--- src/rtl/sram_port_arbiter.sv ---
`default_nettype none
// ============================================================================
// Module   : sram_port_arbiter
// Purpose  : Shares one single-port activation/weight SRAM between the AHB
//            slave beat path and the systolic-array operand loader. AHB bursts
//            lock the SRAM. The loader is guaranteed forward progress by a
//            starvation counter and is time-sliced against AHB by a quantum.
// Revision : 1.0 - initial release
// ============================================================================
module sram_port_arbiter #(
    parameter int ADDR_W     = 10,
    parameter int DATA_W     = 64,
    parameter int MAX_WAIT   = 8,
    parameter int LD_QUANTUM = 4
) (
    input  logic              clk,
    input  logic              n_rst,
    // AHB beat path
    input  logic              ahb_req,
    input  logic              ahb_write,
    input  logic [ADDR_W-1:0] ahb_addr,
    input  logic [DATA_W-1:0] ahb_wdata,
    input  logic              ahb_burst_active,
    output logic              ahb_ready,
    output logic [DATA_W-1:0] ahb_rdata,
    output logic              ahb_rvalid,
    // Operand loader (read only)
    input  logic              ld_req,
    input  logic [ADDR_W-1:0] ld_addr,
    output logic              ld_gnt,
    output logic [DATA_W-1:0] ld_rdata,
    output logic              ld_rvalid,
    // SRAM macro wrapper
    output logic              sram_en,
    output logic              sram_wen,
    output logic [ADDR_W-1:0] sram_addr,
    output logic [DATA_W-1:0] sram_wdata,
    input  logic [DATA_W-1:0] sram_rdata
);

    // ------------------------------------------------------------------------
    // Constants
    // ------------------------------------------------------------------------
    localparam int c_STARVE_W = $clog2(MAX_WAIT + 1);
    localparam int c_STREAK_W = $clog2(LD_QUANTUM + 1);

    localparam logic [c_STARVE_W-1:0] c_STARVE_MAX  = c_STARVE_W'(MAX_WAIT);
    localparam logic [c_STARVE_W-1:0] c_STARVE_ONE  = c_STARVE_W'(1);
    localparam logic [c_STREAK_W-1:0] c_QUANTUM     = c_STREAK_W'(LD_QUANTUM);
    localparam logic [c_STREAK_W-1:0] c_STREAK_ONE  = c_STREAK_W'(1);

    // Current SRAM owner; AHB is also held here across burst BUSY cycles
    typedef enum logic [1:0] {
        ST_IDLE = 2'd0,
        ST_AHB  = 2'd1,
        ST_LD   = 2'd2
    } state_t;

    // Which requester the read data returning this cycle belongs to
    typedef enum logic [1:0] {
        TAG_NONE = 2'd0,
        TAG_AHB  = 2'd1,
        TAG_LD   = 2'd2
    } tag_t;

    // ------------------------------------------------------------------------
    // Registered state
    // ------------------------------------------------------------------------
    state_t                  r_state;
    tag_t                    r_rd_tag;
    logic [c_STARVE_W-1:0]   r_starve_cnt;
    logic [c_STREAK_W-1:0]   r_ld_streak;
    logic [DATA_W-1:0]       r_ahb_rdata_q;
    logic [DATA_W-1:0]       r_ld_rdata_q;

    // ------------------------------------------------------------------------
    // Combinational signals
    // ------------------------------------------------------------------------
    state_t                  w_state_nxt;
    tag_t                    w_rd_tag_nxt;
    logic                    w_force;
    logic                    w_ahb_gnt_raw;
    logic                    w_ld_gnt_raw;
    logic                    w_ahb_gnt;
    logic                    w_ld_gnt;

    // Loader has waited its full budget: it wins over everything, even a burst
    assign w_force = ld_req && (r_starve_cnt == c_STARVE_MAX);

    // Grants are suppressed while reset is held so nothing reaches the SRAM
    assign w_ahb_gnt = w_ahb_gnt_raw & n_rst;
    assign w_ld_gnt  = w_ld_gnt_raw  & n_rst;

    assign ahb_ready = w_ahb_gnt;
    assign ld_gnt    = w_ld_gnt;

    // Owner state register
    always_ff @(posedge clk or negedge n_rst) begin
        if (!n_rst) begin
            r_state <= ST_IDLE;
        end else begin
            r_state <= w_state_nxt;
        end
    end

    // Grant selection by current owner, then next owner from the grant
    always_comb begin
        w_ahb_gnt_raw = 1'b0;
        w_ld_gnt_raw  = 1'b0;
        w_state_nxt   = ST_IDLE;

        case (r_state)
            ST_IDLE: begin
                // Simultaneous first requests resolve to AHB
                if (ahb_req) begin
                    w_ahb_gnt_raw = 1'b1;
                end else if (ld_req) begin
                    w_ld_gnt_raw = 1'b1;
                end
            end
            ST_AHB: begin
                // A burst keeps the loader out, even during BUSY beats,
                // unless the loader has starved
                if (w_force) begin
                    w_ld_gnt_raw = 1'b1;
                end else if (ahb_req) begin
                    w_ahb_gnt_raw = 1'b1;
                end else if (!ahb_burst_active && ld_req) begin
                    w_ld_gnt_raw = 1'b1;
                end
            end
            ST_LD: begin
                // Loader keeps the port until its quantum runs out under contention
                if (ld_req && (!ahb_req || (r_ld_streak < c_QUANTUM))) begin
                    w_ld_gnt_raw = 1'b1;
                end else if (ahb_req) begin
                    w_ahb_gnt_raw = 1'b1;
                end
            end
            default: begin
                w_ahb_gnt_raw = 1'b0;
                w_ld_gnt_raw  = 1'b0;
            end
        endcase

        if (w_ahb_gnt_raw) begin
            w_state_nxt = ST_AHB;
        end else if (w_ld_gnt_raw) begin
            w_state_nxt = ST_LD;
        end else if (ahb_burst_active) begin
            w_state_nxt = ST_AHB;
        end else begin
            w_state_nxt = ST_IDLE;
        end
    end

    // Loader starvation counter: cycles spent pending without a grant
    always_ff @(posedge clk or negedge n_rst) begin
        if (!n_rst) begin
            r_starve_cnt <= '0;
        end else if (!ld_req || w_ld_gnt) begin
            r_starve_cnt <= '0;
        end else if (r_starve_cnt != c_STARVE_MAX) begin
            r_starve_cnt <= r_starve_cnt + c_STARVE_ONE;
        end
    end

    // Consecutive loader grants taken while AHB was also waiting
    always_ff @(posedge clk or negedge n_rst) begin
        if (!n_rst) begin
            r_ld_streak <= '0;
        end else if (w_ahb_gnt || !ld_req) begin
            r_ld_streak <= '0;
        end else if (w_ld_gnt && ahb_req && (r_ld_streak != c_QUANTUM)) begin
            r_ld_streak <= r_ld_streak + c_STREAK_ONE;
        end
    end

    // SRAM drive from the winner; all zero when the port is unused
    always_comb begin
        sram_en    = 1'b0;
        sram_wen   = 1'b0;
        sram_addr  = '0;
        sram_wdata = '0;
        if (w_ahb_gnt) begin
            sram_en    = 1'b1;
            sram_wen   = ahb_write;
            sram_addr  = ahb_addr;
            sram_wdata = ahb_wdata;
        end else if (w_ld_gnt) begin
            sram_en    = 1'b1;
            sram_addr  = ld_addr;
        end
    end

    // Tag the owner of a read issued this cycle; writes return nothing
    always_comb begin
        w_rd_tag_nxt = TAG_NONE;
        if (w_ahb_gnt && !ahb_write) begin
            w_rd_tag_nxt = TAG_AHB;
        end else if (w_ld_gnt) begin
            w_rd_tag_nxt = TAG_LD;
        end
    end

    // Read tag register; reset drops any read that is still in flight
    always_ff @(posedge clk or negedge n_rst) begin
        if (!n_rst) begin
            r_rd_tag <= TAG_NONE;
        end else begin
            r_rd_tag <= w_rd_tag_nxt;
        end
    end

    // Hold the last returned word per requester so rdata is stable between reads
    always_ff @(posedge clk or negedge n_rst) begin
        if (!n_rst) begin
            r_ahb_rdata_q <= '0;
            r_ld_rdata_q  <= '0;
        end else begin
            if (r_rd_tag == TAG_AHB) begin
                r_ahb_rdata_q <= sram_rdata;
            end
            if (r_rd_tag == TAG_LD) begin
                r_ld_rdata_q <= sram_rdata;
            end
        end
    end

    // Read return: the tagged requester sees the SRAM word in the cycle it arrives
    assign ahb_rvalid = (r_rd_tag == TAG_AHB);
    assign ld_rvalid  = (r_rd_tag == TAG_LD);
    assign ahb_rdata  = ahb_rvalid ? sram_rdata : r_ahb_rdata_q;
    assign ld_rdata   = ld_rvalid  ? sram_rdata : r_ld_rdata_q;

endmodule
`default_nettype wire

--- config.mk ---
export PLATFORM = sky130hd
export DESIGN_NAME = sram_port_arbiter
export DESIGN_NICKNAME = d
export VERILOG_FILES = /design/src/rtl/sram_port_arbiter.sv
export SDC_FILE = /design/constraint.sdc
export NUM_CORES = 1
export LEC_CHECK = 0
export BUFFER_PORTS_ARGS = -buffer_cell sky130_fd_sc_hd__buf_2
export CAP_MARGIN = 20
export CORE_AREA = 5 5 136 138
export CTS_BUF_LIST = sky130_fd_sc_hd__clkbuf_4 sky130_fd_sc_hd__clkbuf_8
export DETAILED_ROUTE_END_ITERATION = 6
export DIE_AREA = 0 0 141 143
export GPL_TIMING_DRIVEN = 0
export HOLD_SLACK_MARGIN = 0.05
export PLACE_DENSITY = 0.71
export SETUP_SLACK_MARGIN = 0.4
export SLEW_MARGIN = 5
export SYNTH_ARGS = -nofsm -noshare
export SYNTH_HDL_FRONTEND = slang
export SYNTH_SLANG_ARGS = --single-unit
--- constraint.sdc ---
create_clock -name clk -period 3.9 [get_ports clk]
set_input_delay 0.78 -clock clk [delete_from_list [all_inputs] [get_ports clk]]
set_output_delay 0.78 -clock clk [all_outputs]
set_load 0.005 [all_outputs]
== Word-level counts from Yosys, hierarchy flattened ==
Index checks and enable logic that the tools add are counted.

* Register bits: 139
* Latch bits: 0
* RAM bits: 0
* ROM bits: 0
* Output and inout port bits: 208
* Memories: 0

* $add $sub $neg: 2
* Multipliers: 0
* Divide/modulo/power cells: 0
* Order comparisons: 1
* Eq/ne operators: 7
* Shifts and indexed selects: 0
* Mux-type cells: 28
* Bitwise gates (word level): 2
* Reduce and logical (&&, ||, !) cells: 16

{| class="wikitable"
|+ Operators with widths
! operator !! count
|-
| 64-bit two-way mux || 3
|-
| 10-bit two-way mux || 2
|-
| 1-bit two-way mux || 13
|-
| 2-bit two-way mux || 4
|-
| 4-bit two-way mux || 2
|-
| 1-bit logical AND || 6
|-
| 3-bit two-way mux || 2
|-
| 1-bit case mux with 3 select lines || 2
|-
| 4-bit by 1-bit adder with 4-bit output, second input constant || 1
|-
| 2-bit by 1-bit == test with 1-bit output, second input constant || 2
|-
| 2-bit == test, second input constant || 2
|-
| 4-bit == test, second input constant || 1
|-
| 1-bit zero test || 4
|-
| 4-bit != test, second input constant || 1
|-
| 2-bit nonzero test || 2
|-
| 3-bit by 1-bit adder with 3-bit output, second input constant || 1
|-
| 1-bit logical OR || 3
|-
| 3-bit < comparator, second input constant || 1
|-
| 3-bit != test, second input constant || 1
|-
| 1-bit bitwise AND || 2
|-
| 2-bit zero test || 1
|}

== Logic depth before layout (Yosys ltp) ==
Gate-level depths: netlist of the first run.

* Word-level depth: 11
* Depth in mapped cells: 8
* Depth with buffers taken out: 6

== Worst setup path after synthesis of the first run ==
OpenSTA, ideal clock, no wires.

* Path type: input-to-output
* Start point: in ld_req
* End point: out sram_addr[3]
* Arrival: 1.722 ns
* Required time: 3.120 ns
* Slack: 1.398 ns
* Cell stages on the path: 6
* Buffers on the path: 2
* Path through: buf_4 -> and3b_1 -> o21ai_4 -> a21boi_4 -> buf_6 -> a22o_1

* Longest elaborated chain between the ends: 8

{| class="wikitable"
|+ RTL lines
! item !! RTL line !! source
|-
| from (decl) || 28 || <nowiki>input logic ld_req,</nowiki>
|-
| 1-bit logical AND || 128 || <nowiki>end else if (!ahb_burst_active && ld_req) begin</nowiki>
|-
| 1-bit two-way mux || 128 ||
|-
| 1-bit two-way mux || 126 || <nowiki>end else if (ahb_req) begin</nowiki>
|-
| 1-bit two-way mux || 124 || <nowiki>if (w_force) begin</nowiki>
|-
| 1-bit case mux with 3 select lines (*) || 112 || <nowiki>case (r_state)</nowiki>
|-
| 1-bit bitwise AND (*) || 92 || <nowiki>assign w_ld_gnt = w_ld_gnt_raw & n_rst;</nowiki>
|-
| named net ld_gnt || 30 || <nowiki>output logic ld_gnt,</nowiki>
|-
| 10-bit two-way mux (*) || 190 || <nowiki>end else if (w_ld_gnt) begin</nowiki>
|-
| 10-bit two-way mux (*) || 185 || <nowiki>if (w_ahb_gnt) begin</nowiki>
|-
| to (decl) || 36 || <nowiki>output logic [ADDR_W-1:0] sram_addr,</nowiki>
|}

Mark *: on every way through the listed nets, which the timed path passes. The rest lies on a longest branch.

== Final worst setup path of the first run ==
* Start point: in n_rst
* End point: out sram_addr[5]

* Longest elaborated chain between the ends: 3

{| class="wikitable"
|+ RTL lines
! item !! RTL line !! source
|-
| from (decl) || 17 || <nowiki>input logic n_rst,</nowiki>
|-
| 1-bit bitwise AND || 92 ||
|-
| 10-bit two-way mux || 190 ||
|-
| 10-bit two-way mux (*) || 185 ||
|}

Every way passes the cells marked *; elsewhere a longest branch is shown, timed or not.

==> results of run 1 <==
per-layer routing:
layer	up-vias	wire (µm)	global-route usage
met4	0	707	0.0908
met5	-	0	0
li1	2231	-	-
met3	33	1570	0.0623
met2	233	10800	0.360
met1	2307	6910	0.201
cell families (layout without fill, tap and decap cells):
kind of cell    Yosys count  in the layout  synth area share
fa+ha+maj                 4              4           0.00829
xor+xnor                  3              3           0.00435
flops                   139            139             0.576
buf+inv                  33            427            0.0319
simple gates             89             89            0.0970
mux                     130            130             0.242
compound gates           28             28            0.0404
cell usage after synthesis (2+ instances only):
cell,count
nor2b_1,2
o2111ai_1,2
inv_1,8
mux2i_1,2
nand3_1,5
buf_6,6
and2_1,66
nand2_1,2
ha_1,4
buf_2,16
a21oi_1,3
xnor2_1,2
o21ai_0,3
o21ai_4,2
a22o_1,10
and3b_1,2
o2111a_1,2
dfrtp_1,139
mux2_2,128
nor3b_2,3
clkbuf_1,2
stage by stage:
stage	hold WS, ns	TNS (ns)	power, mW
global placement	0.474	-121.80	3.65
finish	0.225	0	4.73
detailed placement	0.481	0	3.71
global route	0.213	0	5.04
CTS	0.264	0	4.81
floorplan	0.481	0	2.84
placed cells by master (no fill, tap or decap), types with 2 or more instances in the layout:
master,netlist,final
clkinvlp_4,0,5
a22o_1,10,10
inv_6,0,4
buf_2,16,375
o21ai_4,2,2
nor2b_1,2,2
mux2_2,128,128
o21ai_0,3,3
ha_1,4,4
clkbuf_1,2,2
and3b_1,2,2
clkinv_4,0,2
a21oi_1,3,3
nand3_1,5,5
clkbuf_8,0,17
buf_6,6,6
mux2i_1,2,2
nand2_1,2,2
inv_1,8,8
o2111ai_1,2,2
dfrtp_1,139,139
o2111a_1,2,2
xnor2_1,2,2
and2_1,66,66
nor3b_2,3,3
inv_8,0,2
flip-flops by register name (all words and copies together) (netlist names):
register,flops
r_ld_streak,3
r_state,2
r_rd_tag,2
r_ld_rdata_q,64
r_starve_cnt,4
r_ahb_rdata_q,64
timing repair:
action	CTS	global route
hold endpoints to repair	0	0
gates resized for setup	1	1
cloned	1	0
endpoints found under the setup margin	65	26
setup buffers	0	0
pin swaps	0	0
worst register-to-register path, delay by kind of cell (launching register included):
family / cells / cell delay [ns]
flops: 1 / 0.41
compound gates: 2 / 0.39
fa+ha+maj: 1 / 0.19
buf+inv: 3 / 0.45
simple gates: 2 / 0.23
layout make-up:
class	count	area, µm²	area share
plain buffers	25	163	0.0190
clock buffers	17	234	0.0273
clock inverters	15	134	0.0156
inverters	8	30.0	0.00351
multi-input cells	254	2370	0.276
flip-flops and latches	139	3480	0.406
well taps	225	282	0.0329
repair buffers	362	1880	0.219
power groups by stage:
stage | clock, mW | combinational (mW) | sequential, mW
final | 1.08 | 1.60 | 2.05
after global routing | 1.17 | 1.77 | 2.10
after CTS | 1.11 | 1.64 | 2.06
after detailed placement | 0 | 1.63 | 2.09
after global placement | 0 | 1.59 | 2.05
after floorplan | 0 | 0.800 | 2.04
worst max path at each step:
stage	end	slack, ns	from	cells past startpoint
floorplan	sram_addr[3]	1.40	ld_req	6
global placement	sram_wdata[22]	-1.61	n_rst	6
detailed placement	sram_addr[5]	0.28	n_rst	7
CTS	sram_addr[5]	0.54	n_rst	7
global route	sram_wdata[22]	0.46	n_rst	7
finish	sram_addr[5]	0.71	n_rst	7
==> results.cfg, run 1 <==
[run_status]
status = complete, no violations

[sta]
relSlewSlack = 0.750
setup_violations = 0
postLayoutSetupSlackWorst_ns = 0.707
fin_worst_skew_ns = 0.0159
rsz0062_at_grt = no
min_period_ns = 3.19
max_freq_mhz = 313
fin_crit_sh = 0.819
worstMarginPinSlew_ns = 0.375
finalHoldViolCount = 0
slew_violations = 0

[power]
p_int_mw = 3.26
p_seq_frac = 0.434
power_frac_comb = 0.339
p_sw_mw = 1.48
swShare = 0.312
vdd_drop_max_mv = 0.235
pwr-share-clk = 0.227
p_leak_nw = 4.43
powerDensity_nw_per_um2 = 552

[global_route]
grt_pass1_wl_mm = 29.7
antenna_found_initial = 0
grt_pass1_vias = 5125
grt_max_degree = 66
overflow = 0
globalRouteTotalUtil = 0.195

[clock_tree]
root_buffer = clkbuf_8
path_clk_slew_ns = 0.08
cts_sinks = 139
hold_buffers = 0
clockBufferDepth = 2
cts_tree = yes
htreeDepth = 4
numCtsBuffers = 17
clk_latency_ns = 0.45

[route]
drtAntennaViolNets = 0
wl_per_cell_um = 19.1
first_pass_iters = 4
drc = 0
drt-vias-per-instance = 4.60
num_vias = 4804
drt-total-wl_mm = 20.0
drt_first_iter_violations = 75

[worst_setup_path]
crit_type = input pin to output port
cp-start-kind = input pin
crit_family = buffers and inverters
path_max_fanout = 65
critPathSlowestCell = buf_12
end_kind = output port
crit_chain = buf_12 -> buf_16 -> nand3_1 -> nor2_2 -> buf_2 -> a22o_1 -> buf_2
r2r-start = r_starve_cnt[0]$_DFFE_PN0P_
crit_buf_inv = 4
r2r-end = r_starve_cnt[0]$_DFFE_PN0P_
rr_worst_depth = 8
cpPeakStageDelay_ns = 0.28
cp.arrival_ns = 2.41
cpMostUsedCell = buf_2
cp.required_ns = 3.12
r2r_slack_ns = 2.12

[placed_design]
dp_cells = 1012
io_buffers = 360
dp_slack_ns = 0.276
dp_hpwl_mm = 16.2
gp_congestion = 0.959
dpl_cell_area_um2 = 8160

[logic_synthesis]
ys_warn_count = 0
syn_nets = 584
syn_inst = 426
netlist_area_um2 = 6040
post-synth-top-area-cell = dfrtp_1
synth_top_flop_cell = dfrtp_1
async_flop_share = 1.00
synth_edf_count = 0
synth.area.top_cells = dfrtp_1, mux2_2, and2_1, a22o_1, buf_2
seq_area_frac_synth = 0.576
postSynthAreaPerCell_um2 = 14.2
ys_ff_latch = 139
ys_types = 38
synthDominantCellAreaShare = 0.576

[layout]
final_cell_count_no_fill = 1045
final_nets = 965
syn2layout_area_growth_pct = 41.8
final_area_um2 = 8560
diodes = 0
num-fill-cells = 1540
layout-drive-gt1-share = 0.677
final_util = 0.502

[floorplanning]
start_util = 0.354
rows = 48
coreArea_um2 = 17100
die-area_um2 = 20200
die-width_um = 141
die_h_um = 143
io_pins = 362

[flow_run]
max_cap_violations = 0

[min_path]
hp-class = input pin to asynchronous set/reset pin
(Power assumes the default switching activity.)
==> run 2, diff against run 1 <==
- clock period: 3.9 -> 3 ns (I/O delays scaled with it)
==> results.cfg, run 2 (synthesized netlist as in run 1, its figures left out) <==
[layout]
layout-drive-gt1-share = 0.688
syn2layout_area_growth_pct = 47.3
num-fill-cells = 1507
top_regs = r_ahb_rdata_q (64), r_ld_rdata_q (64), r_starve_cnt (4)
diodes = 0
final_util = 0.521
register_area_um2 = 3480
final_cell_count_no_fill = 1059
layout_commonest_cell = buf_2
final_nets = 979
multi_input_comb_area_um2 = 2400
final_cell_mix = buf_2, dfrtp_1, mux2_2

[clock_tree]
htreeDepth = 4
path_clk_slew_ns = 0.08
root_buffer = clkbuf_8
clk_latency_ns = 0.45
clockBufferDepth = 2
cts_tree = yes
cts_sinks = 139
numCtsBuffers = 17

[sta]
relSlewSlack = 0.671
fin_crit_sh = 0.900
setup_violations = 0
finalHoldViolCount = 0
min_period_ns = 2.70
fin_worst_skew_ns = 0.0151
slew_violations = 0
worstMarginPinSlew_ns = 0.492
rsz0062_at_grt = yes
finalSetupTns_ns = 0
max_freq_mhz = 371

[placed_design]
dp_hpwl_mm = 16.2
gp_congestion = 0.959
dp_cells = 1012
io_buffers = 360

[global_route]
overflow = 0
antenna_found_initial = 0
globalRouteTotalUtil = 0.203
grt_pass1_wl_mm = 30.6
grt_pass1_vias = 5248
grt_max_degree = 41

[worst_setup_path]
crit_type = flop to output port
cp.arrival_ns = 2.10
cpPeakStageDelay_ns = 0.37
critPathSlowestCell = dfrtp_1
cp-start-kind = flop
cp-startpoint = r_starve_cnt[0]$_DFFE_PN0P_
crit_chain = inv_2 -> ha_4 -> and3b_1 -> buf_6 -> o21ai_4 -> a21boi_4 -> buf_6 -> a22o_4 -> buf_6
r2r-start = r_starve_cnt[0]$_DFFE_PN0P_
cpMostUsedCell = buf_6
end_kind = output port
cp.required_ns = 2.40
path_max_fanout = 8

[floorplanning]
die-area_um2 = 20200
coreArea_um2 = 17100
start_util = 0.354
io_pins = 362
rows = 48
die_h_um = 143
die-width_um = 141

[power]
power_mw = 6.23
p_leak_nw = 4.58
powerDensity_nw_per_um2 = 701
vdd_drop_max_mv = 0.306

[flow_run]
max_cap_violations = 0

[route]
drtAntennaViolNets = 0
drt_first_iter_violations = 100
drt-vias-per-instance = 4.65
drc = 0
wl_per_cell_um = 19.5
drt-total-wl_mm = 20.7
num_vias = 4926
first_pass_iters = 4

[min_path]
hp-class = input pin to asynchronous set/reset pin

[run_status]
status = complete, no violations
-- run 2: changes by cell type in the layout (fill, tap and decap cells not counted), moves of 2 or more --
cell,previous run,this run
inv_1,8,6
inv_2,0,2
clkbuf_4,0,3
clkbuf_1,2,0
buf_4,1,11
buf_2,375,357
dlygate4sd3_1,0,2
bufbuf_16,1,3
buf_6,6,22
-- run 2: metal layers --
metal  track usage  vias to the layer above  wire (µm)
met5             0                        -          0
met4        0.0852                        0        641
met3        0.0620                       33       1520
met2         0.382                      243      11400
met1         0.208                     2386       7130
li1              -                     2264          -
-- run 2: timing repair --
action	4_1_cts	5_1_grt
gates resized for setup	35	16
buffers inserted	8	1
hold buffers	3	0
hold endpoints to repair	31	0
endpoints found under the setup margin	187	180
cloned	3	0
pin swaps	8	7
-- run 2: stage by stage --
step,hold slack (ns),area [µm²],worst slack [ns]
after floorplan,0.304,6040,0.858
after global placement,0.474,8120,-2.15
after detailed placement,0.481,8160,-0.264
after CTS,0.0788,8830,0.269
after global routing,0.0760,8890,0.203
final,0.103,8890,0.301
-- run 2: final timing paths --
| kind | endpoint | slack (ns) | cells after the start |
|---|---|---|---|
| min in group clk | r_rd_tag[0]$_DFF_PN0_ | 0.36 | 2 |
| max in group asynchronous | r_ahb_rdata_q[42]$_DFF_PN0_ | 1.87 | 3 |
| worst min-delay path | r_ahb_rdata_q[56]$_DFF_PN0_ | 0.10 | 2 |
| worst max-delay path | sram_addr[5] | 0.30 | 9 |
| worst max register to register | r_ld_streak[2]$_DFFE_PN0P_ | 1.27 | 8 |
| worst min register to register | r_ld_rdata_q[3]$_DFF_PN0_ | 0.49 | 1 |
-- run 2: final cells by class --
class	instances	share of cell area
plain buffers	25	0.0277
clock buffers	17	0.0263
clock inverters	15	0.0151
inverters	8	0.00338
multi-input cells	254	0.270
flip-flops and latches	139	0.391
well taps	225	0.0317
repair buffers	376	0.235
-- run 2: power breakdown --
part / internal (mW) / total [mW] / switching (mW)
logic: 1.18 / 2.16 / 0.984
registers: 2.51 / 2.67 / 0.159
clock network: 0.597 / 1.40 / 0.801
total: 4.29 / 6.23 / 1.94
-- run 2: worst max-delay path: cells and delay by family (launching register included) --
kind / cells / cell delay [ns]
compound gates: 3 / 0.49
simple gates: 1 / 0.18
flops: 1 / 0.37
fa+ha+maj: 1 / 0.16
buf+inv: 4 / 0.44
